--- src/rtl/fmap_stream_reader_pkg.sv ---
// Shared types and sizing helpers for the feature-map stream reader and its window logic.
// Defaults describe a 28x28 map of 32-bit pixels read through a 16-bit address port.
package fmap_stream_reader_pkg;

  typedef enum logic [1:0] {
    ST_IDLE  = 2'd0,
    ST_RUN   = 2'd1,
    ST_DRAIN = 2'd2,
    ST_DONE  = 2'd3
  } state_t;

  localparam int DEF_IMG_WIDTH   = 28;
  localparam int DEF_IMG_HEIGHT  = 28;
  localparam int DEF_DATA_WIDTH  = 32;
  localparam int DEF_ADDR_WIDTH  = 16;
  localparam int DEF_KERNEL_SIZE = 5;

  function automatic int pix_count(input int w, input int h);
    return w * h;
  endfunction

  // Counter width able to hold 0..n-1, never narrower than one bit.
  function automatic int cnt_w(input int n);
    return (n > 1) ? $clog2(n) : 1;
  endfunction

endpackage

--- src/rtl/fmap_stream_reader_if.sv ---
// Control, memory-read and pixel-output signals of the stream reader.
// master = the reader itself; slave = layer controller, memory and line_buffer side.
interface fmap_stream_reader_if
  import fmap_stream_reader_pkg::*;
#(
  parameter int DATA_WIDTH = DEF_DATA_WIDTH,
  parameter int ADDR_WIDTH = DEF_ADDR_WIDTH
);
  logic                  start;
  logic [ADDR_WIDTH-1:0] base_addr;
  logic                  stall;
  logic                  mem_rd_en;
  logic [ADDR_WIDTH-1:0] mem_addr;
  logic [DATA_WIDTH-1:0] mem_rd_data;
  logic [DATA_WIDTH-1:0] out_data;
  logic                  out_en;
  logic                  win_valid;
  logic                  busy;
  logic                  done;

  modport master (
    input  start, base_addr, stall, mem_rd_data,
    output mem_rd_en, mem_addr, out_data, out_en, win_valid, busy, done
  );

  modport slave (
    output start, base_addr, stall, mem_rd_data,
    input  mem_rd_en, mem_addr, out_data, out_en, win_valid, busy, done
  );

endinterface

--- src/rtl/fmap_stream_reader_raster_counter.sv ---
// Column/row position of a raster scan: advances on en_i, col wraps into row, row wraps to 0.
// Zero latency from en_i to the next registered position; clr_i has priority over en_i.
module raster_counter
  import fmap_stream_reader_pkg::*;
#(
  parameter int IMG_WIDTH  = DEF_IMG_WIDTH,
  parameter int IMG_HEIGHT = DEF_IMG_HEIGHT,
  parameter int COL_W      = cnt_w(IMG_WIDTH),
  parameter int ROW_W      = cnt_w(IMG_HEIGHT)
) (
  input  logic             clk,
  input  logic             reset_n,
  input  logic             clr_i,
  input  logic             en_i,
  output logic [COL_W-1:0] col_o,
  output logic [ROW_W-1:0] row_o
);

  localparam logic [COL_W-1:0] COL_LAST = COL_W'(IMG_WIDTH - 1);
  localparam logic [ROW_W-1:0] ROW_LAST = ROW_W'(IMG_HEIGHT - 1);

  logic [COL_W-1:0] col_q, col_d;
  logic [ROW_W-1:0] row_q, row_d;

  always_comb begin
    col_d = col_q;
    row_d = row_q;
    if (clr_i) begin
      col_d = '0;
      row_d = '0;
    end else if (en_i) begin
      if (col_q == COL_LAST) begin
        col_d = '0;
        row_d = (row_q == ROW_LAST) ? '0 : row_q + 1'b1;
      end else begin
        col_d = col_q + 1'b1;
      end
    end
  end

  always_ff @(posedge clk) begin
    if (!reset_n) begin
      col_q <= '0;
      row_q <= '0;
    end else begin
      col_q <= col_d;
      row_q <= row_d;
    end
  end

  assign col_o = col_q;
  assign row_o = row_q;

endmodule

--- src/rtl/fmap_stream_reader.sv ---
// Streams one feature map from synchronous memory in raster order: first out_en 3 cycles after start, 1 pixel/cycle.
// stall freezes the read/emit pipeline for exactly one cycle per stalled cycle; the memory holds the pending word.
module fmap_stream_reader
  import fmap_stream_reader_pkg::*;
#(
  parameter int IMG_WIDTH   = DEF_IMG_WIDTH,
  parameter int IMG_HEIGHT  = DEF_IMG_HEIGHT,
  parameter int DATA_WIDTH  = DEF_DATA_WIDTH,
  parameter int ADDR_WIDTH  = DEF_ADDR_WIDTH,
  parameter int KERNEL_SIZE = DEF_KERNEL_SIZE
) (
  input  logic                 clk,
  input  logic                 reset_n,
  fmap_stream_reader_if.master bus
);

  localparam int N     = pix_count(IMG_WIDTH, IMG_HEIGHT);
  localparam int IDX_W = cnt_w(N);
  localparam int COL_W = cnt_w(IMG_WIDTH);
  localparam int ROW_W = cnt_w(IMG_HEIGHT);

  localparam logic [IDX_W-1:0] IDX_LAST = IDX_W'(N - 1);
  localparam logic [COL_W-1:0] COL_MIN  = COL_W'(KERNEL_SIZE - 1);
  localparam logic [ROW_W-1:0] ROW_MIN  = ROW_W'(KERNEL_SIZE - 1);

  state_t                state_q;
  logic [ADDR_WIDTH-1:0] base_q;
  logic [IDX_W-1:0]      idx_q;
  logic                  v1_q;
  logic [DATA_WIDTH-1:0] out_data_q;
  logic                  out_en_q;
  logic                  win_valid_q;

  logic             rd_en;
  logic             emit;
  logic             start_acc;
  logic             win_ok;
  logic [COL_W-1:0] col;
  logic [ROW_W-1:0] row;

  assign rd_en     = (state_q == ST_RUN) && !bus.stall;
  assign emit      = v1_q && !bus.stall;
  assign start_acc = (state_q == ST_IDLE) && bus.start;
  // Coordinates are those of the pixel being emitted this edge, before the counter advances.
  assign win_ok    = (row >= ROW_MIN) && (col >= COL_MIN);

  raster_counter #(
    .IMG_WIDTH (IMG_WIDTH),
    .IMG_HEIGHT(IMG_HEIGHT),
    .COL_W     (COL_W),
    .ROW_W     (ROW_W)
  ) u_pos (
    .clk    (clk),
    .reset_n(reset_n),
    .clr_i  (start_acc),
    .en_i   (emit),
    .col_o  (col),
    .row_o  (row)
  );

  always_ff @(posedge clk) begin
    if (!reset_n) begin
      state_q     <= ST_IDLE;
      base_q      <= '0;
      idx_q       <= '0;
      v1_q        <= 1'b0;
      out_data_q  <= '0;
      out_en_q    <= 1'b0;
      win_valid_q <= 1'b0;
    end else begin
      if (!bus.stall) v1_q <= rd_en;
      out_en_q    <= emit;
      win_valid_q <= emit && win_ok;
      if (emit) out_data_q <= bus.mem_rd_data;

      case (state_q)
        ST_IDLE: begin
          if (bus.start) begin
            base_q  <= bus.base_addr;
            idx_q   <= '0;
            state_q <= ST_RUN;
          end
        end
        ST_RUN: begin
          if (rd_en) begin
            idx_q <= idx_q + 1'b1;
            if (idx_q == IDX_LAST) state_q <= ST_DRAIN;
          end
        end
        // Only the final read can be pending here; once it has been emitted v1 is clear.
        ST_DRAIN: begin
          if (out_en_q && !v1_q) state_q <= ST_DONE;
        end
        default: state_q <= ST_IDLE;
      endcase
    end
  end

  assign bus.mem_rd_en = rd_en;
  assign bus.mem_addr  = (state_q == ST_RUN) ? base_q + ADDR_WIDTH'(idx_q) : '0;
  assign bus.out_data  = out_data_q;
  assign bus.out_en    = out_en_q;
  assign bus.win_valid = win_valid_q;
  assign bus.busy      = (state_q != ST_IDLE);
  assign bus.done      = (state_q == ST_DONE);

endmodule

--- src/flat_wrapper.sv ---
// flat-port wrapper written by rule: the top's interface ports become plain ports
module fmap_stream_reader_flat import fmap_stream_reader_pkg::*;
#(
  parameter int IMG_WIDTH   = DEF_IMG_WIDTH,
  parameter int IMG_HEIGHT  = DEF_IMG_HEIGHT,
  parameter int DATA_WIDTH  = DEF_DATA_WIDTH,
  parameter int ADDR_WIDTH  = DEF_ADDR_WIDTH,
  parameter int KERNEL_SIZE = DEF_KERNEL_SIZE
)
  (clk, reset_n, bus_start, bus_base_addr, bus_stall, bus_mem_rd_data, bus_mem_rd_en, bus_mem_addr, bus_out_data, bus_out_en, bus_win_valid, bus_busy, bus_done);
  fmap_stream_reader_if #(.DATA_WIDTH(DATA_WIDTH), .ADDR_WIDTH(ADDR_WIDTH)) bus_i ();
  input  logic clk;
  input  logic reset_n;
  input wire logic [$bits(bus_i.start)-1:0] bus_start;
  input wire logic [$bits(bus_i.base_addr)-1:0] bus_base_addr;
  input wire logic [$bits(bus_i.stall)-1:0] bus_stall;
  input wire logic [$bits(bus_i.mem_rd_data)-1:0] bus_mem_rd_data;
  output wire logic [$bits(bus_i.mem_rd_en)-1:0] bus_mem_rd_en;
  output wire logic [$bits(bus_i.mem_addr)-1:0] bus_mem_addr;
  output wire logic [$bits(bus_i.out_data)-1:0] bus_out_data;
  output wire logic [$bits(bus_i.out_en)-1:0] bus_out_en;
  output wire logic [$bits(bus_i.win_valid)-1:0] bus_win_valid;
  output wire logic [$bits(bus_i.busy)-1:0] bus_busy;
  output wire logic [$bits(bus_i.done)-1:0] bus_done;
  assign bus_i.start = bus_start;
  assign bus_i.base_addr = bus_base_addr;
  assign bus_i.stall = bus_stall;
  assign bus_i.mem_rd_data = bus_mem_rd_data;
  assign bus_mem_rd_en = bus_i.mem_rd_en;
  assign bus_mem_addr = bus_i.mem_addr;
  assign bus_out_data = bus_i.out_data;
  assign bus_out_en = bus_i.out_en;
  assign bus_win_valid = bus_i.win_valid;
  assign bus_busy = bus_i.busy;
  assign bus_done = bus_i.done;
  fmap_stream_reader #(.IMG_WIDTH(IMG_WIDTH), .IMG_HEIGHT(IMG_HEIGHT), .DATA_WIDTH(DATA_WIDTH), .ADDR_WIDTH(ADDR_WIDTH), .KERNEL_SIZE(KERNEL_SIZE)) u_core (.clk(clk), .reset_n(reset_n), .bus(bus_i));
endmodule
--- config.mk ---
export PLATFORM = sky130hd
export DESIGN_NAME = fmap_stream_reader_flat
export DESIGN_NICKNAME = d
export VERILOG_FILES = /design/src/rtl/fmap_stream_reader_pkg.sv /design/src/rtl/fmap_stream_reader_if.sv /design/src/rtl/fmap_stream_reader_raster_counter.sv /design/src/rtl/fmap_stream_reader.sv /design/src/flat_wrapper.sv
export SDC_FILE = /design/constraint.sdc
export NUM_CORES = 1
export LEC_CHECK = 0
export ABC_CLOCK_PERIOD_IN_PS = 6130
export BUFFER_PORTS_ARGS = -buffer_cell sky130_fd_sc_hd__buf_2
export CAP_MARGIN = 20
export CORE_ASPECT_RATIO = 1.5
export CORE_UTILIZATION = 55
export CTS_CLUSTER_DIAMETER = 200
export DETAILED_ROUTE_END_ITERATION = 10
export PLACE_DENSITY = 0.84
export SLEW_MARGIN = 20
export SYNTH_ARGS = -nofsm -noshare
export SYNTH_HDL_FRONTEND = slang
export SYNTH_SLANG_ARGS = --single-unit
--- constraint.sdc ---
create_clock -name clk -period 6.13 [get_ports clk]
set_clock_uncertainty 0.1 [all_clocks]
set_input_delay 1.226 -clock clk [delete_from_list [all_inputs] [get_ports clk]]
set_output_delay 1.226 -clock clk [all_outputs]
set_load 0.03 [all_outputs]
==> flow_summary.ini, run 1 <==
[drt]
viasPerCell = 5.404
drt-total-wl_um = 8362
drc = 0
first_pass_iters = 5
drtIter0Drc = 95
wire_per_inst_um = 13.19
route.antenna.remaining_nets = 0
via_count = 3426

[synth]
ys_seq_elements = 73
syn_avg_cell_area_sq_um = 8.151
ys_types = 51
yosysTopAreaCell = dfxtp_1
synth_nets = 529
synth.area.top_cells = dfxtp_1 (39%), nand2_1 (12%), a21boi_0 (9.9%), ha_1 (6.4%), xor2_1 (3.3%)
syn_area_sq_mm = 0.003725
synth_top_area_share_pct = 39.23
synthArstFlopShare_pct = 0
postSynthCellCount = 457
ys_seq_area_share_pct = 39.23
synth_edf_count = 0
synth-main-ff-cell = dfxtp_1
yosys_warnings = 0

[critical_path]
rrSetupSlack_ps = 3780
slowest_stage = a2111o_1
r2r-start = u_core.state_q[1]
timing.rr.end = u_core.state_q[0]
critPathCaptureType = primary output
arrival_ps = 2760
reg2reg_depth = 6
endpoint = bus_mem_addr[12]
cpPeakStageDelay_ps = 480
cp.buffers_inverters = 2
worstSetupPathType = register to primary output
critical_path_depth = 9
critical_path_required_ps = 4800
crit_fanout = 6
cpMostUsedCell = o21ai_0
path_delay_family = compound AO/OA/AOI/OAI gates
critPathLaunchType = register
critical_path.startpoint = u_core.idx_q[0]
path_cells = ha_1 > inv_1 > fa_1 > nand2b_1 > a21oi_1 > o21ai_0 > a2111o_1 > o21ai_0 > buf_2

[grt]
grt_pass1_wl_um = 13650
busiest_layer = met2
antenna_found_initial = 0
met2_usage_pct = 45.71
grt_overflow = 0
use_met1_pct = 25.89
grt_start_max_net_pins = 59
grt_pass1_vias = 3147
grtUsageTotal_pct = 23.80
gr-usage-met3_pct = 5.181

[placed_design]
gp_congestion = 0.8301
portBuffers = 104
hpwl_um = 6218
pre_cts_ws_ps = 2410

[power_and_ir_drop]
ir_drop_mv = 0.1622
cellLeakagePower_nw = 1.978
p_per_area_mw_per_mm2 = 278.6

[layout]
drive_gt1_share_pct = 22.94
num_antenna_cells = 0
nFillCells = 533
final_nets = 625
syn_to_final_growth_pct = 19.48
mostFrequentLayoutCell = nand2_1
layout_common_cells = nand2_1 (123), buf_2 (104), dfxtp_1 (73), a21boi_0 (49), nor2_1 (24)
fin_util_pct = 68.14

[clock_tree]
cts_max_level = 3
clockBufferDepth = 2
ctsResizeCount = 0
cts_buffers = 9
cts_tree = yes
ctsHoldBuffers = 0
clk_pin_slew_ps = 70
cts_root_buf = clkbuf_8
cts_setup_buffers = 0
clkSinkCount = 73
clock_latency_ps = 340

[outcome]
status = finished clean

[die]
core_area_sq_mm = 0.006531
start_util_pct = 57.03
fp.dieArea_sq_mm = 0.007113
ios = 105
fp.dieW_um = 69.20
die_h_um = 102.8
placementRows = 36

[sta]
worst_pin_slew_ps = 852.2
fin_setup_tns_ps = 0
report.final.slew_viol_count = 0
finalHoldViolCount = 0
max_freq_ghz = 0.2450
rsz0062_at_grt = false
finalSetupViolations = 0
layout_setup_ws_ps = 2048
fin_crit_ps = 4082
timing.final.crit_share_pct = 66.60
relSlewSlack_pct = 43.19

[flow_run]
drv_cap = 0

[min_path]
hold_class = register to register
[worst min-delay path by stage]
stage	startpoint	to	cells after the start
final	u_core.bus.out_data[11]	u_core.bus.out_data[11]	2
after global routing	u_core.bus.out_data[11]	u_core.bus.out_data[11]	2
after CTS	u_core.bus.out_data[11]	u_core.bus.out_data[11]	2
after detailed placement	u_core.bus.out_data[11]	u_core.bus.out_data[11]	2
after global placement	u_core.bus.out_data[11]	u_core.bus.out_data[11]	2
after floorplan	u_core.base_q[0]	u_core.base_q[0]	2
[registers in the layout (all words and copies together), names as in the netlist]
name / flops
u_core.state_q: 2
u_core.bus.out_en: 1
u_core.u_pos.col_o: 5
u_core.bus.win_valid: 1
u_core.base_q: 16
u_core.v1_q: 1
u_core.u_pos.row_o: 5
u_core.bus.out_data: 32
u_core.idx_q: 10
[power breakdown]
part | switching [W] | internal, W | total, W
sequential | 0.0000301 | 0.000513 | 0.000543
clock | 0.000161 | 0.000169 | 0.000330
combinational | 0.000251 | 0.000116 | 0.000366
[worst reg2reg max path: cells and delay by family (launching register included)]
| family | cells | cell delay (ps) |
|---|---|---|
| AOI/OAI and AO/OA | 3 | 680 |
| adders and majority gates | 1 | 600 |
| buffers and inverters | 2 | 520 |
| DFF | 1 | 340 |
[layer usage]
layer	share of wire [%]	wire, um	vias up
li1	-	-	1744
met1	42	3505	1580
met5	0	0	-
met4	1.1	94	0
met3	4.0	335	8
met2	53	4427	94
[layout make-up]
class / instances / area, sq um / area share, %
sequential: 73 / 1461 / 32.84
tap: 76 / 95.09 / 2.137
multi-input combinational: 348 / 2131 / 47.88
clock buffer: 14 / 162.7 / 3.655
clock inverter: 2 / 12.51 / 0.2811
timing repair buffer: 105 / 528.0 / 11.86
inverter: 16 / 60.06 / 1.349
[cell families after synthesis]
group	share of synthesized area, %
DFF	39.23
and+or+nand+nor	25.50
muxes	1.344
adders and majority gates	6.920
AOI/OAI and AO/OA	18.84
buffers and inverters	3.695
xor gates and xnor gates	4.468
[per-stage QoR]
step	total power (W)	area, sq um	instances	hold WS (ps)
finish	0.001240	4451	634	361.7
CTS	0.001250	4451	634	365.5
detailed placement	0.0009204	4275	618	355.5
global route	0.001315	4451	634	384.5
floorplan	0.0008209	3725	457	347.2
global placement	0.0009050	4273	618	349.6
[Yosys cell counts (2+ instances only)]
master    number
o22ai_1        2
xnor2_1        5
nand3b_1       3
clkbuf_1      14
and2_1         4
nor3b_1        4
ha_1          19
o311ai_0       2
nand3_1        9
nand4_1        7
nand2b_1       9
xor2_1        14
a21oi_1       17
o21ai_0        6
inv_1         16
or2_2          2
nor2b_1        2
buf_2          2
a31oi_1        2
nor2_1        24
a21boi_0      49
a2111o_1       2
nor3_1         6
and3_1         4
nand2_1      123
o21a_1         2
a21o_1         5
dfxtp_1       73
buf_1          4
mux2i_1        5
Note: power is estimated with default switching activity, not from simulation.
==> inputs of run 2 (changes only) <==
--- a/config.mk
+++ b/config.mk
@@ -5,14 +5,14 @@
 export SDC_FILE = /design/constraint.sdc
 export NUM_CORES = 1
 export LEC_CHECK = 0
-export ABC_CLOCK_PERIOD_IN_PS = 6130
+export ABC_CLOCK_PERIOD_IN_PS = 3300
 export BUFFER_PORTS_ARGS = -buffer_cell sky130_fd_sc_hd__buf_2
 export CAP_MARGIN = 20
 export CORE_ASPECT_RATIO = 1.5
-export CORE_UTILIZATION = 55
+export CORE_UTILIZATION = 47
 export CTS_CLUSTER_DIAMETER = 200
 export DETAILED_ROUTE_END_ITERATION = 10
-export PLACE_DENSITY = 0.84
+export PLACE_DENSITY = 0.76
 export SLEW_MARGIN = 20
 export SYNTH_ARGS = -nofsm -noshare
 export SYNTH_HDL_FRONTEND = slang
==> constraint.sdc (replaced) <==
create_clock -name clk -period 3.3 [get_ports clk]
set_clock_uncertainty 0.1 [all_clocks]
set_input_delay 0.66 -clock clk [delete_from_list [all_inputs] [get_ports clk]]
set_output_delay 0.66 -clock clk [all_outputs]
set_load 0.03 [all_outputs]
==> run 2 against run 1 <==
Against the previous run:
- first-iteration DRC count is 74% higher
- clock power rose to 2.8 times the previous value
- total power is 110% higher
- design area rose by 5.1%
- critical path depth unchanged
- non-clock buffer count rose by 7
- clock-buffer cell count is 1 higher
- critical path type unchanged
==> flow_summary.ini, run 2 (synthesized netlist as in run 1, its figures left out) <==
[outcome]
status = finished clean

[grt]
grtUsageTotal_pct = 21.76
use_met1_pct = 23.95
grt_pass1_vias = 3284
gr-usage-met3_pct = 4.818
grt_pass1_wl_um = 14080
antenna_found_initial = 0
met2_usage_pct = 38.80
grt_overflow = 0
grt_start_max_net_pins = 35
busiest_layer = met2

[die]
fp.dieW_um = 74.69
die_h_um = 111.0
placementRows = 39
ios = 105
fp.dieArea_sq_mm = 0.008292
core_area_sq_mm = 0.007661
start_util_pct = 48.62

[clock_tree]
cts_root_buf = clkbuf_16
clkSinkCount = 73
clockBufferDepth = 2
cts_setup_buffers = 0
ctsHoldBuffers = 0
cts_tree = yes
clock_latency_ps = 320
cts_buffers = 9
clk_pin_slew_ps = 50
cts_max_level = 3

[layout]
layout_common_cells = nand2_1 (123), buf_2 (102), dfxtp_1 (72), a21boi_0 (49), nor2_1 (24)
nFillCells = 703
num_antenna_cells = 0
largest_reg_flops = 32
mostFrequentLayoutCell = nand2_1
final_nets = 632
syn_to_final_growth_pct = 25.60
stdcell_area_sq_mm = 0.004678
area.sequential_sq_mm = 0.001463
drive_gt1_share_pct = 24.78
finalNonFillerCells = 667
multiInputGateArea_sq_mm = 0.002147

[placed_design]
hpwl_um = 6266
place_inst = 651
portBuffers = 104
gp_congestion = 0.8600
placement.cell_area_sq_mm = 0.004358

[drt]
drt-total-wl_um = 8576
wire_per_inst_um = 12.86
via_count = 3421
drtIter0Drc = 165
drc = 0
route.antenna.remaining_nets = 0
first_pass_iters = 5
viasPerCell = 5.129

[sta]
finalSetupViolations = 0
fin_crit_ps = 3201
max_freq_ghz = 0.3124
finalHoldViolCount = 0
fin_setup_tns_ps = 0
timing.final.crit_share_pct = 97.00
worst_pin_slew_ps = 629.8
relSlewSlack_pct = 58.02
report.final.slew_viol_count = 0
rsz0062_at_grt = false

[power_and_ir_drop]
ir_drop_mv = 0.3353
cellLeakagePower_nw = 2.076
p_per_area_mw_per_mm2 = 566.9

[critical_path]
path_cells = ha_1 > inv_1 > fa_1 > nand2b_4 > a21oi_2 > o21ai_2 > a2111o_1 > o21ai_0 > buf_4
cpPeakStageDelay_ps = 410
worstSetupPathType = register to primary output
critPathLaunchType = register
critPathCaptureType = primary output
arrival_ps = 2440
critical_path_required_ps = 2540
crit_fanout = 5
slowest_stage = a2111o_1

[flow_run]
drv_cap = 0

[min_path]
hold_class = register to register
[run 2: cell types whose count changed in the layout (fill, tap and decap cells not counted), moves of 2 or more]
cell	delta
a21oi_2	+2
clkbuf_16	+9
buf_4	+9
buf_2	-2
a21oi_1	-2
clkbuf_8	-7
[run 2: layout make-up]
class                      instances  area share [%]
clock buffer                      15           6.151
clock inverter                     1          0.1605
inverter                          16           1.284
multi-input combinational        348           45.89
sequential                        73           31.26
tap                              102           2.728
timing repair buffer             112           12.52
[run 2: final timing paths]
kind | to | slack (ps) | cells after the start | startpoint
worst max-delay path | bus_mem_addr[12] | 100 | 9 | u_core.idx_q[0]
worst min-delay path | u_core.bus.out_data[31] | 360 | 2 | u_core.bus.out_data[31]
worst max register to register | u_core.idx_q[9] | 1210 | 8 | u_core.state_q[1]
worst min register to register | u_core.bus.out_data[31] | 360 | 2 | u_core.bus.out_data[31]
[run 2: worst max-delay path, delay by kind of cell, from the launching register on]
kind                     cells  cell delay, ps
flip-flops                   1             360
adder cells (fa/ha/maj)      2             560
AO/OA/AOI/OAI                4             770
buffers and inverters        2             250
AND/OR/NAND/NOR              1             170
[run 2: metrics by stage]
stage          hold WS [ps]  power, W  setup WS [ps]  util (%)
6_report              361.2  0.002652          99.14     61.06
5_1_grt               382.1  0.002803          8.133     61.06
4_1_cts               363.7  0.002681          35.37     60.87
3_5_place_dp          356.3  0.001741          200.3     56.88
3_3_place_gp          347.5  0.001719          271.0     56.88
2_1_floorplan         347.2  0.001525          99.29         -
[run 2: timing repair]
action                     CTS  global route
gates resized for setup      5             3
pin swaps                    0             1
setup endpoints to repair    3             3
[run 2: power by group]
part | total [W] | switching [W] | internal [W]
clock | 0.000927 | 0.000335 | 0.000591
sequential | 0.00101 | 0.0000562 | 0.000955
combinational | 0.000714 | 0.000479 | 0.000235
[run 2: per-layer routing]
layer	vias up	routed length, um
met1	1570	3475
met3	5	450
met5	-	0
met4	0	84
li1	1751	-
met2	95	4566
==> inputs of run 3 (changes only) <==
--- a/config.mk
+++ b/config.mk
@@ -13,6 +13,7 @@
 export CTS_CLUSTER_DIAMETER = 200
 export DETAILED_ROUTE_END_ITERATION = 10
 export PLACE_DENSITY = 0.76
+export REMOVE_ABC_BUFFERS = 1
 export SLEW_MARGIN = 20
 export SYNTH_ARGS = -nofsm -noshare
 export SYNTH_HDL_FRONTEND = slang
==> run 3 against run 2 <==
Against the previous run:
- setup slack worse by 7.6 ps
- critical endpoint is now bus_mem_addr[10]
- design area up 1.2%
- highest routed layer unchanged
- sequential share of layout area down 0.36 points
- critical path type unchanged
- combinational power down 0.6%
- clock-buffer cell count down 3
- largest power group is now the clock network
==> flow_summary.ini, run 3 (synthesized netlist as in run 1, its figures left out) <==
[outcome]
status = finished clean

[clock_tree]
clockBufferDepth = 2
clkSinkCount = 73
clock_latency_ps = 330
cts_buffers = 9
ctsHoldBuffers = 0
cts_tree = yes
clk_pin_slew_ps = 60
cts_root_buf = clkbuf_16
cts_max_level = 3
cts_setup_buffers = 0

[layout]
fin_util_pct = 61.77
layout_common_cells = nand2_1 (123), buf_2 (102), dfxtp_1 (72), a21boi_0 (49), nor2_1 (24)
drive_gt1_share_pct = 24.65
num_antenna_cells = 0
largest_reg_flops = 32
nFillCells = 696
finalNonFillerCells = 666
syn_to_final_growth_pct = 27.04
final_nets = 631
mostFrequentLayoutCell = nand2_1

[power_and_ir_drop]
power_switching_w = 0.0008958
pwr-share-clk_pct = 40.2
cellLeakagePower_nw = 2.104
internal_power_w = 0.001984
swShare_pct = 31.10
power_frac_seq_pct = 35.2
ir_drop_mv = 0.3924
p_per_area_mw_per_mm2 = 608.7
p_comb_share_pct = 24.7
finalPower_w = 0.002880

[critical_path]
path_cells = ha_1 > a21o_1 > a21o_1 > a21oi_1 > a21oi_1 > nor3b_1 > buf_2
critical_path_required_ps = 2540
rrSetupSlack_ps = 1110
critPathLaunchType = register
slowest_stage = a21oi_1
r2r-start = u_core.state_q[0]
arrival_ps = 2450
crit_fanout = 8
cp.buffers_inverters = 1
worstSetupPathType = register to primary output
critical_path.startpoint = u_core.idx_q[7]
path_delay_family = compound AO/OA/AOI/OAI gates
cpPeakStageDelay_ps = 410
critPathCaptureType = primary output

[min_path]
hold_class = register to register
hold_path.startpoint = u_core.bus.out_data[18]

[grt]
busiest_layer = met2
gr-usage-met3_pct = 5.000
met2_usage_pct = 40.84
grtUsageTotal_pct = 22.42
grt_pass1_vias = 3397
antenna_found_initial = 0
use_met1_pct = 23.55
grt_start_max_net_pins = 38
grt_overflow = 0
grt_pass1_wl_um = 14530

[drt]
drt-total-wl_um = 8982
via_count = 3473
drtIter0Drc = 124
first_pass_iters = 4
wire_per_inst_um = 13.49
drc = 0
viasPerCell = 5.215
route.antenna.remaining_nets = 0

[placed_design]
gp_congestion = 0.9608
portBuffers = 104
place_inst = 650
hpwl_um = 6594

[flow_run]
drv_cap = 0

[sta]
worst_pin_slew_ps = 710.0
finalHoldViolCount = 0
fin_crit_ps = 3208
max_freq_ghz = 0.3117
report.final.slew_viol_count = 0
hold_slack_ps = 361.9
finalSetupViolations = 0
timing.final.crit_share_pct = 97.23
relSlewSlack_pct = 52.56
fin_setup_tns_ps = 0

[die]
die_h_um = 111.0
start_util_pct = 48.62
core_area_sq_mm = 0.007661
placementRows = 39
ios = 105
fp.dieW_um = 74.69
fp.dieArea_sq_mm = 0.008292
## run 3: cell types whose count changed in the layout (fill, tap and decap cells not counted), sizes merged
| cell | change |
|---|---|
| buf | -1 |
| bufinv | +3 |
| clkbuf | -3 |
## run 3: routing by layer
metal | vias up | part of all wire [%]
li1 | 1746 | -
met1 | 1590 | 41
met2 | 125 | 52
met3 | 12 | 5.5
met4 | 0 | 1.6
met5 | - | 0
## run 3: stage by stage
stage	setup WS, ps	instance area, sq um
after CTS	54.36	4721
final	91.51	4732
after floorplan	99.29	3647
after global placement	386.9	4350
after global routing	-24.66	4732
after detailed placement	331.2	4350
## run 3: power by group through the flow
stage / sequential [W] / combinational (W) / clock (W)
after floorplan: 0.00105 / 0.000445 / 0
after global placement: 0.00103 / 0.000690 / 0
after detailed placement: 0.00103 / 0.000706 / 0
after CTS: 0.00101 / 0.000710 / 0.00118
after global routing: 0.00102 / 0.000783 / 0.00121
final: 0.00101 / 0.000710 / 0.00116
## run 3: path summary, 6_finish.rpt
check | cells after the start | to
hold / removal | 2 | u_core.bus.out_data[18]
setup / recovery | 7 | bus_mem_addr[10]
hold reg to reg | 2 | u_core.bus.out_data[18]
setup reg to reg | 6 | u_core.u_pos.col_o[3]
## run 3: layout make-up
type	count	area [sq um]	area share [%]
timing repair buffer	111	578.1	12.22
tap	102	127.6	2.697
inverter	16	60.06	1.269
clock inverter	4	97.59	2.062
sequential	73	1463	30.91
multi-input combinational	348	2140	45.21
clock buffer	12	266.5	5.632
## run 3: timing repair
| item | in CTS | in global routing |
|---|---|---|
| endpoints found under the setup margin | 2 | 3 |
| pin swaps | 0 | 0 |
| gates resized for setup | 3 | 3 |
## run 3: worst reg2reg max path, cell delays in order (launching register included)
cell	delay, ps
dfxtp_1	380
inv_1	80
ha_1	260
nand2_1	550
nand2_1	280
or2_2	380
nor2_1	110
